## config.mk

```make
export PLATFORM = sky130hd
export DESIGN_NAME = pipe_hazard_ctrl
export DESIGN_NICKNAME = d
export VERILOG_FILES = /design/src/rtl/pipe_hazard_ctrl_pkg.sv /design/src/rtl/pipe_hazard_ctrl_dmem_handshake_fsm.sv /design/src/rtl/pipe_hazard_ctrl.sv
export SDC_FILE = /design/constraint.sdc
export NUM_CORES = 1
export LEC_CHECK = 0
export BUFFER_PORTS_ARGS = -buffer_cell sky130_fd_sc_hd__buf_2
export CORE_ASPECT_RATIO = 1.75
export CORE_MARGIN = 5
export CORE_UTILIZATION = 40
export DETAILED_ROUTE_END_ITERATION = 16
export GPL_TIMING_DRIVEN = 0
export HOLD_SLACK_MARGIN = 0.05
export PLACE_DENSITY_LB_ADDON = 0.2
export SETUP_SLACK_MARGIN = 0.02
export SLEW_MARGIN = 5
export SYNTH_ARGS = -nofsm -noshare
export SYNTH_HDL_FRONTEND = slang
export SYNTH_SLANG_ARGS = --single-unit
```

## constraint.sdc

```tcl
create_clock -name clk -period 2.79 [get_ports clk]
set_input_delay 0.558 -clock clk [delete_from_list [all_inputs] [get_ports clk]]
set_output_delay 0.558 -clock clk [all_outputs]
set_load 0.01 [all_outputs]
```

## src/rtl/pipe_hazard_ctrl_pkg.sv

```systemverilog
// Shared encodings for the pipeline hazard controller: forwarding selects
// and data-memory handshake states.
package pipe_hazard_ctrl_pkg;

  typedef enum logic [1:0] {
    FWD_RF  = 2'b00,
    FWD_MEM = 2'b01,
    FWD_WB  = 2'b10
  } fwd_sel_e;

  typedef enum logic [1:0] {
    ST_IDLE = 2'b00,
    ST_WAIT = 2'b01,
    ST_DONE = 2'b10
  } dmem_state_e;

endpackage

```

## src/rtl/pipe_hazard_ctrl_dmem_handshake_fsm.sv

```systemverilog
// Data-memory req/ack sequencer: raises the request as soon as a memory
// access reaches MEM, stalls the pipe until ack, flags a sticky timeout.
module dmem_handshake_fsm
  import pipe_hazard_ctrl_pkg::*;
#(
  parameter int unsigned MAX_WAIT = 16
) (
  input  logic clk,
  input  logic rst_n,
  input  logic mem_acc,
  input  logic dmem_ack,
  output logic dmem_req,
  output logic mem_stall,
  output logic dmem_err
);

  localparam int unsigned WC_W = $clog2(MAX_WAIT);
  localparam logic [WC_W-1:0] WC_LAST = WC_W'(MAX_WAIT - 1);

  dmem_state_e     state, state_nxt;
  logic [WC_W-1:0] wait_cnt, wait_cnt_nxt;
  logic            err_nxt;
  logic            req_c, stall_c;

  always_ff @(posedge clk or negedge rst_n) begin
    if (!rst_n) begin
      state    <= ST_IDLE;
      wait_cnt <= '0;
      dmem_err <= 1'b0;
    end else begin
      state    <= state_nxt;
      wait_cnt <= wait_cnt_nxt;
      dmem_err <= err_nxt;
    end
  end

  always_comb begin
    state_nxt    = state;
    wait_cnt_nxt = wait_cnt;
    err_nxt      = dmem_err;
    req_c        = 1'b0;
    stall_c      = 1'b0;
    unique case (state)
      ST_IDLE: begin
        if (mem_acc && !dmem_err) begin
          req_c        = 1'b1;
          stall_c      = 1'b1;
          state_nxt    = ST_WAIT;
          wait_cnt_nxt = '0;
        end
      end
      ST_WAIT: begin
        req_c   = 1'b1;
        stall_c = mem_acc;
        if (dmem_ack) begin
          state_nxt = ST_DONE;
        end else if (wait_cnt == WC_LAST) begin
          err_nxt   = 1'b1;
          state_nxt = ST_IDLE;
        end else begin
          wait_cnt_nxt = wait_cnt + WC_W'(1);
        end
      end
      ST_DONE: state_nxt = ST_IDLE;
      default: state_nxt = ST_IDLE;
    endcase
  end

  // Gated by rst_n so the request drops in the same cycle reset is asserted.
  assign dmem_req  = rst_n & req_c;
  assign mem_stall = rst_n & stall_c;

endmodule

```

## src/rtl/pipe_hazard_ctrl.sv

```systemverilog
// Hazard/stall/flush sequencer for the 5-stage core: pipeline register
// hold/bubble controls, EX operand forwarding and the dmem wait stall.
module pipe_hazard_ctrl
  import pipe_hazard_ctrl_pkg::*;
#(
  parameter int unsigned RA_W     = 5,
  parameter int unsigned MAX_WAIT = 16,
  parameter int unsigned CNT_W    = 32
) (
  input  logic             clk,
  input  logic             rst_n,
  input  logic [RA_W-1:0]  id_rs1,
  input  logic [RA_W-1:0]  id_rs2,
  input  logic             id_use_rs1,
  input  logic             id_use_rs2,
  input  logic [RA_W-1:0]  ex_rd,
  input  logic             ex_we,
  input  logic             ex_load,
  input  logic [RA_W-1:0]  mem_rd,
  input  logic             mem_we,
  input  logic             mem_acc,
  input  logic             mem_br_taken,
  input  logic [RA_W-1:0]  wb_rd,
  input  logic             wb_we,
  output logic             dmem_req,
  input  logic             dmem_ack,
  output logic             hold_ifid,
  output logic             hold_idex,
  output logic             hold_exmem,
  output logic             bub_idex,
  output logic             bub_exmem,
  output logic             bub_memwb,
  output logic             flush_ifid,
  output logic [1:0]       fwd_a,
  output logic [1:0]       fwd_b,
  output logic             dmem_err,
  output logic [CNT_W-1:0] stall_cnt
);

  logic     mem_stall, br_flush, load_use;
  fwd_sel_e fa, fb;

  dmem_handshake_fsm #(.MAX_WAIT(MAX_WAIT)) u_dmem (
    .clk       (clk),
    .rst_n     (rst_n),
    .mem_acc   (mem_acc),
    .dmem_ack  (dmem_ack),
    .dmem_req  (dmem_req),
    .mem_stall (mem_stall),
    .dmem_err  (dmem_err)
  );

  // A load sitting in MEM has no data yet; the load-use bubble covers it.
  function automatic fwd_sel_e pick_fwd(input logic [RA_W-1:0] src,
                                        input logic [RA_W-1:0] m_rd,
                                        input logic m_we, input logic m_ld,
                                        input logic [RA_W-1:0] w_rd,
                                        input logic w_we);
    if (src == '0)                         return FWD_RF;
    if (m_we && !m_ld && (m_rd == src))    return FWD_MEM;
    if (w_we && (w_rd == src))             return FWD_WB;
    return FWD_RF;
  endfunction

  always_comb begin
    load_use = ex_load & ex_we & (ex_rd != '0) &
               ((id_use_rs1 & (id_rs1 == ex_rd)) | (id_use_rs2 & (id_rs2 == ex_rd)));
    br_flush = rst_n & mem_br_taken & !mem_stall;
    load_use = rst_n & load_use & !mem_stall & !mem_br_taken;

    hold_ifid  = mem_stall | load_use;
    hold_idex  = mem_stall;
    hold_exmem = mem_stall;
    bub_memwb  = mem_stall;
    bub_idex   = br_flush | load_use;
    bub_exmem  = br_flush;
    flush_ifid = br_flush;

    fa = pick_fwd(id_rs1, mem_rd, mem_we, mem_acc, wb_rd, wb_we);
    fb = pick_fwd(id_rs2, mem_rd, mem_we, mem_acc, wb_rd, wb_we);
    fwd_a = rst_n ? fa : FWD_RF;
    fwd_b = rst_n ? fb : FWD_RF;
  end

  always_ff @(posedge clk or negedge rst_n) begin
    if (!rst_n) begin
      stall_cnt <= '0;
    end else if (hold_ifid || hold_idex || hold_exmem) begin
      stall_cnt <= stall_cnt + CNT_W'(1);
    end
  end

endmodule

```

======== After elaboration in Yosys (flattened, before gate mapping) ========
Cells that the tools add are included.
operators by class
  add/sub/neg operators ................... 2
  eq/ne operators ......................... 12
  muxes and demuxes ....................... 37
  bitwise gates (word level) .............. 16
  reduce and logical (&&, ||, !) cells .... 20
operator list
  kind                                                                      count
  2-bit two-way mux                                                         17
  32-bit by 1-bit adder with 32-bit output (second input constant)          1
  5-bit equality test                                                       6
  1-bit two-way mux                                                         13
  1-bit bitwise AND                                                         12
  4-bit two-way mux                                                         3
  5-bit zero test                                                           2
  4-bit one-hot mux with 2 select lines                                     1
  1-bit logical AND                                                         6
  5-bit nonzero test                                                        1
  4-bit by 1-bit adder with 4-bit output (second input constant)            1
  4-bit equality test (second input constant)                               1
  1-bit zero test                                                           4
  2-bit inequality test (second input constant)                             2
  1-bit one-hot mux with 2 select lines                                     2
  2-bit one-hot mux with 2 select lines                                     1
  4-bit AND reduction                                                       1
  3-bit by 2-bit inequality test with 1-bit output (second input constant)  1
  1-bit bitwise OR                                                          3
  3-bit AND reduction                                                       1
  2-bit by 1-bit equality test with 1-bit output (second input constant)    1
  2-bit zero test                                                           1
  1-bit logical OR                                                          2
  2-bit by 1-bit inequality test with 1-bit output (second input constant)  1
  3 further kinds                                                           3
storage, ports and cells
  register bits ........................... 39
  input port bits ......................... 36
  output and inout bits ................... 45
  logic and storage cells ................. 91

======== Logic depth before layout (Yosys ltp) ========
Gate-level depths: netlist of the first run.
  word-level depth ........................ 11
  gate-level depth with buffers ........... 7
  gate-level depth less buffers ........... 6

======== Modules after synthesis ========
A second synthesis of the first run with hierarchy kept.
unflattened totals
  cells, all modules ...................... 235
  area, all modules ....................... 2394.8 um^2
by module, submodules not included
  module              times used  cells each  area each (um^2)
  pipe_hazard_ctrl    1           198         2020.7
  dmem_handshake_fsm  1           37          374.1

======== Worst setup path before layout of the first run ========
OpenSTA, ideal clock, no wires.
  kind .................................... input-to-output
  from .................................... input ex_rd[1]
  to ...................................... output hold_ifid
  arrival ................................. 1.816 ns
  required time ........................... 2.232 ns
  setup slack ............................. 0.416 ns
  stages .................................. 6
  cells stage by stage .................... or4_1 nor2_1 nor4b_4 a21oi_4 buf_4 inv_1
on the way
  cells in the longest elaborated chain, start to end .. 8
RTL lines
  what                               line                    RTL
  start, declared                    pipe_hazard_ctrl.sv:16  input logic [RA_W-1:0] ex_rd,
  5-bit equality test                pipe_hazard_ctrl.sv:67  ((id_use_rs1 & (id_rs1 == ex_rd)) | (id_use_rs2 & (id_rs2 == ex_rd)));
  1-bit bitwise AND                  pipe_hazard_ctrl.sv:67
  1-bit bitwise OR                   pipe_hazard_ctrl.sv:67
  1-bit bitwise AND *                pipe_hazard_ctrl.sv:66  load_use = ex_load & ex_we & (ex_rd != '0) &
  1-bit bitwise AND * (3 in series)  pipe_hazard_ctrl.sv:69  load_use = rst_n & load_use & !mem_stall & !mem_br_taken;
  1-bit bitwise OR *                 pipe_hazard_ctrl.sv:71  hold_ifid = mem_stall | load_use;
  end, declared                      pipe_hazard_ctrl.sv:27  output logic hold_ifid,
Every way passes the cells marked *; elsewhere a longest branch is shown, timed or not.

======== Worst setup path in the final report of the first run ========
Ends and elaborated chain as after synthesis.

==> results of run 1 <==
## final timing paths
path	start	endpoint	cells past startpoint
max in group asynchronous	rst_n	stall_cnt[24]	1
min in group clk	stall_cnt[31]	stall_cnt[31]	1
worst max-delay path	ex_rd[1]	hold_ifid	8
worst min register to register	stall_cnt[31]	stall_cnt[31]	1
worst min-delay path	rst_n	u_dmem.dmem_err	1
worst max register to register	u_dmem.dmem_err	stall_cnt[20]	8
## power groups by stage
| stage | clock (mW) | sequential, mW | combinational (mW) |
|---|---|---|---|
| detailed placement | 0 | 0.707 | 0.336 |
| CTS | 0.427 | 0.697 | 0.341 |
| floorplan | 0 | 0.712 | 0.179 |
| finish | 0.414 | 0.695 | 0.336 |
| global route | 0.449 | 0.709 | 0.373 |
| global placement | 0 | 0.705 | 0.332 |
## metrics by stage
step	hold WS (ps)	power, mW
2_1_floorplan	262	0.891
3_3_place_gp	452	1.04
3_5_place_dp	469	1.04
4_1_cts	191	1.46
5_1_grt	201	1.53
6_report	180	1.44
## worst register-to-register path: stages, from the launching register on
cell,delay [ps]
dfrtp_1,410
inv_1,100
o21ai_0,230
nor4b_4,350
a21oi_4,110
buf_4,200
buf_2,210
nor4_1,400
xor2_1,180
## cells by family (layout without fill, tap and decap cells)
| group | count (synthesis) | count (layout) | share of synthesized area, % |
|---|---|---|---|
| mux | 1 | 1 | 0.469 |
| simple gates | 108 | 108 | 28.6 |
| compound gates | 13 | 13 | 4.01 |
| flops | 39 | 39 | 40.6 |
| fa+ha+maj | 2 | 2 | 1.04 |
| buf+inv | 15 | 104 | 3.33 |
| xor+xnor | 60 | 60 | 21.9 |
## state kept, by name, summed over array words and instances, names as in the netlist
| register | cells |
|---|---|
| u_dmem.wait_cnt | 4 |
| u_dmem.state | 2 |
| stall_cnt | 32 |
| u_dmem.dmem_err | 1 |
## layout make-up
type / instances / share of cell area [%]
multi-input combinational: 184 / 44.6
inverter: 9 / 1.12
timing repair buffer: 81 / 13.7
tap: 78 / 3.24
clock buffer: 8 / 3.32
buffer: 6 / 1.54
sequential: 39 / 32.4
## Yosys cell counts, types with 2 or more instances
cell / count / share of area [%]
nor3b_1: 5 / 1.6
o21ai_0: 3 / 0.63
a21oi_1: 2 / 0.42
nand4_1: 9 / 2.3
nor4b_4: 2 / 2.0
or4_1: 3 / 0.94
xnor2_1: 32 / 12
inv_1: 9 / 1.4
or3_1: 2 / 0.52
buf_4: 4 / 1.3
xor2_1: 28 / 10
nand2_1: 15 / 2.3
dfrtp_1: 39 / 41
ha_1: 2 / 1.0
nand2b_1: 5 / 1.3
nor4_2: 2 / 1.0
and3_1: 4 / 1.0
nand3_1: 14 / 2.9
nor4_1: 7 / 1.8
nor4b_1: 4 / 1.5
nor2_1: 12 / 1.9
o22ai_1: 2 / 0.52
nor3_1: 11 / 2.3
## metal layers
layer  track usage (%)  vias up  wire [um]
met5                 0        -          0
met4              6.37        0        148
met3              2.70       13        430
met2              31.5       75       3350
met1              16.7      978       2350
li1                  -     1010          -
## what timing repair did
| action | in CTS | in global routing |
|---|---|---|
| setup buffers | 1 | 0 |
| hold buffers | 0 | 0 |
| resized for setup | 2 | 0 |
| endpoints found under the setup margin | 10 | 0 |
==> summary.md, run 1 <==
| Metric | Value |
|---|---|
| Outcome | complete, no violations |
| Number of global-route vias before repair | 2112 |
| Worst EP arrival | 2040 ps |
| Top cell by count, worst path | buf_2 |
| Placer Congestion | 0.732 |
| Most frequent cells in the layout | 80 x buf_2, 39 x dfrtp_1, 32 x xnor2_1 |
| I/O pins | 81 |
| CP cell instances | buf_2 > or4_1 > nor2_1 > nor4b_4 > a21oi_4 > buf_4 > inv_1 > buf_2 |
| Wire length per cell | 15.5 um |
| Initial antenna violation count | 0 |
| Ant. Diodes | 0 |
| Maximum operating frequency | approximately 0.39 GHz |
| Chip width | 68.6 um |
| Vias | between 2000 and 2500 |
| Final Hold Fails | 0 |
| Most common cell after layout, fill and taps aside | buf_2 |
| Final #Nets | 364 |
| Max_cap viols | 0 |
| Multi-input combinational cell area | 1350 um2 |
| Layout cell share with drive strength beyond 1 | 33.3% |
| Avg Inst Size Synth | 10.1 um2 |
| DRT Wirelength | 6270 um |
| Post-route DRC violation count | 0 |
| Worst setup margin | 196 ps |
| First-pass GRT wire length | between 9000 and 10000 um |
| Post-synth top flop | dfrtp_1 |
| Clock Sinks | 39 |
| Core Region | 5880 um2 |
| Total track usage | 16.5% |
| Router iterations before antenna repair | 4 |
| Placed Instances | 396 |
| Root buffer selected by CTS | clkbuf_8 |
| Clk_lat worst skew | 290 ps |
| Flop pwr share | 48.1% |
| Vias/cell | ~5.1 |
| Yosys Warn Count | 0 |
| Total grt overflow | 0 |
| R2R setup slack | 530 ps |
| Power per standard cell area | 479 nW/um2 |
| Largest net degree at the start of global routing | 46 |
| DIE HEIGHT | ~110 um |
| Pre-CTS setup slack | -440 ps |
| Slowest-stage cell, CP | or4_1 |
| Pleak | roughly 1.6 nW |
| Maximum clock path buffer count | 2 |
| Max H-tree Level | 2 |
| Iteration-0 DRC Markers | 36 |
| Cell Area, Placed | 2900 um2 |
| DRT antenna net count | 0 |
| Row cnt | 37 |
| Internal | 1.01 mW |
| Hold WC Path Type | in2async |
| Post-synth EDFFs | 0 |
| Post-Syn Area | roughly 2400 um2 |
| Worst-path clk slew | approximately 70 ps |
| Initial Utilization | 40.8% |
| Yosys reg bits | 39 |
| Cell family with the largest share of critical-path delay | simple AND/OR/NAND/NOR gates |
| Fin crit share | 93.0% |
| Final Core Density | 51.2% |
| Clk_skew | 5.04 ps |
| Final setup vio count | 0 |
| WP data required | about 2200 ps |
| Fin crit period | around 2600 ps |
| Cells after Synth | 238 |
| Logic pwr share | 23.2% |
| Synthesis-to-layout area growth | 25.5% |
| WP buf/inv | 4 |
| VDD IR max | 336 uV |
| Setup_tns | 0 ps |
| Distinct cells, synth | 45 |
| Fin cells | 405 |
| FF+latch area | 976 um2 |
| Worst setup path class | in2out |
| RSZ-0062 raised after global routing | false |
| CTS tree | yes |
| Sw Pwr | 0.437 mW |
| Max incr delay on CP | 510 ps |
| Slew at the pin closest to its max-slew limit | 513 ps |
| Die Area | 7710 um2 |
| I/O Buffers | 80 |
| Worst-path maximum fanout | 10 |
| Slew Viols, Final | 0 |
| Clk network pwr share | 28.6% |
| Syn Nets | 276 |
| Final instance area | between 3000 and 4000 um2 |
| Sequential share of the synthesized area | between 40% and 50% |
| Slew HR | 65.4% |
| Async set or reset register ratio after synthesis | 100% |
| Sw Share | ~30% |
| Hpwl dp | 4980 um |
| Filler cells | between 500 and 600 |
| Num CTS Buffers | 5 |
| Kind of start point of the critical path | primary input |
| CP Capture Type | output port |
Power figures use the tool's default switching activity.
==> run 2: changes to the inputs <==
- clock period: 2.79 -> 2.3 ns (I/O delays scaled with it)
==> run 2 against run 1 <==
Against the previous run:
- via count up 1.4%
- utilization up 1.9 points
- power up 22%
- critical endpoint unchanged
==> summary.md, run 2 (synthesis gave the netlist of run 1 again) <==
| Metric | Value |
|---|---|
| Initial Utilization | 40.8% (unchanged) |
| First-pass GRT wire length | 9890 um (+1.2%) |
| Worst reg-to-reg path cell count | 5 (-3) |
| Max H-tree Level | 2 (unchanged) |
| Top flop regs | stall_cnt (32), u_dmem.wait_cnt (4), u_dmem.state (2) |
| Layout cell share with drive strength beyond 1 | 36.6% (+3.2 points) |
| Outcome | complete, no violations |
| Initial antenna violation count | 0 (unchanged) |
| Pleak | 1.61 nW (+2.2%) |
| Most common cell after layout, fill and taps aside | buf_2 |
| Clk_lat worst skew | 280 ps (about the same) |
| Worst-path clk slew | 70 ps (about the same) |
| Placed Instances | 396 (unchanged) |
| Slew HR | 65.3% (about the same) |
| Worst EP arrival | 1750 ps (-290 ps) |
| Kind of start point of the critical path | primary input |
| R2R Path End | stall_cnt[26] |
| Vias/cell | 5.15 (+0.45%) |
| CP cell instances | buf_2 > or4_4 > nor2_4 > nor4b_4 > a21oi_4 > buf_6 > inv_1 > buf_2 |
| Num CTS Buffers | 5 (unchanged) |
| Worst setup path class | in2out |
| Root buffer selected by CTS | clkbuf_8 |
| Core Region | 5880 um2 (unchanged) |
| DRT antenna net count | 0 (unchanged) |
| Number of global-route vias before repair | 2127 (+0.71%) |
| Top cell by count, worst path | buf_2 |
| RSZ-0062 raised after global routing | false |
| Iteration-0 DRC Markers | 24 (-33%) |
| Final #Nets | 368 (+1.1%) |
| Max FFs per register | 32 (unchanged) |
| FF-to-FF Start | stall_cnt[15] |
| Total track usage | 16.7% (+0.16 points) |
| Placer Congestion | 0.732 (unchanged) |
| Maximum clock path buffer count | 2 (unchanged) |
| Clk_skew | 4.46 ps (-0.580 ps) |
| Most flop-heavy register | stall_cnt |
| CTS tree | yes |
| Final Core Density | 53.1% (+1.9 points) |
| I/O Buffers | 80 (unchanged) |
| Most frequent cells in the layout | 80 x buf_2, 39 x dfrtp_1, 32 x xnor2_1 |
| Fin cells | 409 (+0.99%) |
| Ant. Diodes | 0 (unchanged) |
| CP Capture Type | output port |
| VDD IR max | 412 uV (+22%) |
| Post-route DRC violation count | 0 (unchanged) |
| DRT Wirelength | 6450 um (+2.7%) |
| Die Area | 7710 um2 (unchanged) |
| Slowest-stage cell, CP | or4_4 |
| Hold WC Path Type | in2async |
| WP buf/inv | 4 (unchanged) |
| Pre-CTS setup slack | -793 ps (-352 ps) |
| DIE HEIGHT | 112 um (unchanged) |
| Worst setup margin | 89.3 ps (-107 ps) |
| Final setup vio count | 0 (unchanged) |
| WP data required | 1840 ps (-390 ps) |
| Fin crit period | 2210 ps |
| Slew Viols, Final | 0 (unchanged) |
| Worst setup path endpoint | hold_ifid |
| R2R setup slack | 160 ps (-370 ps) |
| Wire length per cell | 15.8 um (+1.7%) |
| Worst Setup SP | ex_rd[1] |
| Chip width | 68.6 um (unchanged) |
| Fin crit share | 96.1% |
| Slew at the pin closest to its max-slew limit | 514 ps (+0.687 ps) |
| Max_cap viols | 0 (unchanged) |
| Critical path depth in cells | 8 (unchanged) |
| Cell family with the largest share of critical-path delay | simple AND/OR/NAND/NOR gates |
| Power per standard cell area | 565 nW/um2 (+18%) |
| Worst-path maximum fanout | 3 (-7) |
| Hpwl dp | 4980 um (unchanged) |
| Largest net degree at the start of global routing | 46 (unchanged) |
| Final Power | 1.77 mW (+22%) |
| Row cnt | 37 (unchanged) |
| Total grt overflow | 0 (unchanged) |
| Max incr delay on CP | 540 ps (+30 ps) |
| Vias | 2106 (+1.4%) |
| Synthesis-to-layout area growth | 30.1% |
| I/O pins | 81 (unchanged) |
| Maximum operating frequency | 0.452 GHz |
| Final Hold Fails | 0 (unchanged) |
| Router iterations before antenna repair | 4 (unchanged) |
| Clock Sinks | 39 (unchanged) |
-- run 2: cell types whose count changed in the layout (fill, tap and decap cells not counted), sizes merged --
cell  delta
buf      +4
-- run 2: repair_timing --
action | in CTS | in global routing
gates cloned | 0 | 0
hold endpoints to repair | 0 | 39
pin swaps | 2 | 1
hold buffers | 0 | 1
setup buffers | 3 | 1
endpoints found under the setup margin | 41 | 12
gates resized for setup | 6 | 9
-- run 2: area by class of cell --
type	instances	area [um2]
sequential	39	976
buffer	6	50.0
fill	574	2760
inverter	9	33.8
timing repair buffer	85	473
clock buffer	8	100
tap	78	97.6
multi-input combinational	184	1390
-- run 2: routing by layer --
metal | up-vias | global-route usage [%] | wire length [um]
met4 | 0 | 5.84 | 119
li1 | 1016 | - | -
met1 | 1005 | 16.9 | 2460
met5 | - | 0 | 0
met3 | 11 | 2.70 | 429
met2 | 74 | 32.1 | 3440
-- run 2: power breakdown --
group	total [mW]	internal, mW	leakage [nW]	switching, mW
clock	0.501	0.274	0.0515	0.227
combinational	0.422	0.201	1.02	0.221
sequential	0.843	0.758	0.532	0.0851
-- run 2: metrics by stage --
step	cell area, um2	setup TNS, ps	hold slack [ps]
after floorplan	2400	0	164
after global placement	2900	-18860	452
after detailed placement	2900	-19860	469
after CTS	3040	0	57.2
after global routing	3120	0	131
final	3120	0	120
-- run 2: worst min-delay path by stage --
stage                              from               to  slack, ps  cells after the start
after floorplan                   rst_n     stall_cnt[0]        160                      0
after global placement    stall_cnt[31]    stall_cnt[31]        450                      1
after detailed placement  stall_cnt[31]    stall_cnt[31]        470                      1
after CTS                         rst_n  u_dmem.dmem_err         60                      1
after global routing              rst_n  u_dmem.dmem_err        130                      2
final                             rst_n  u_dmem.dmem_err        120                      2
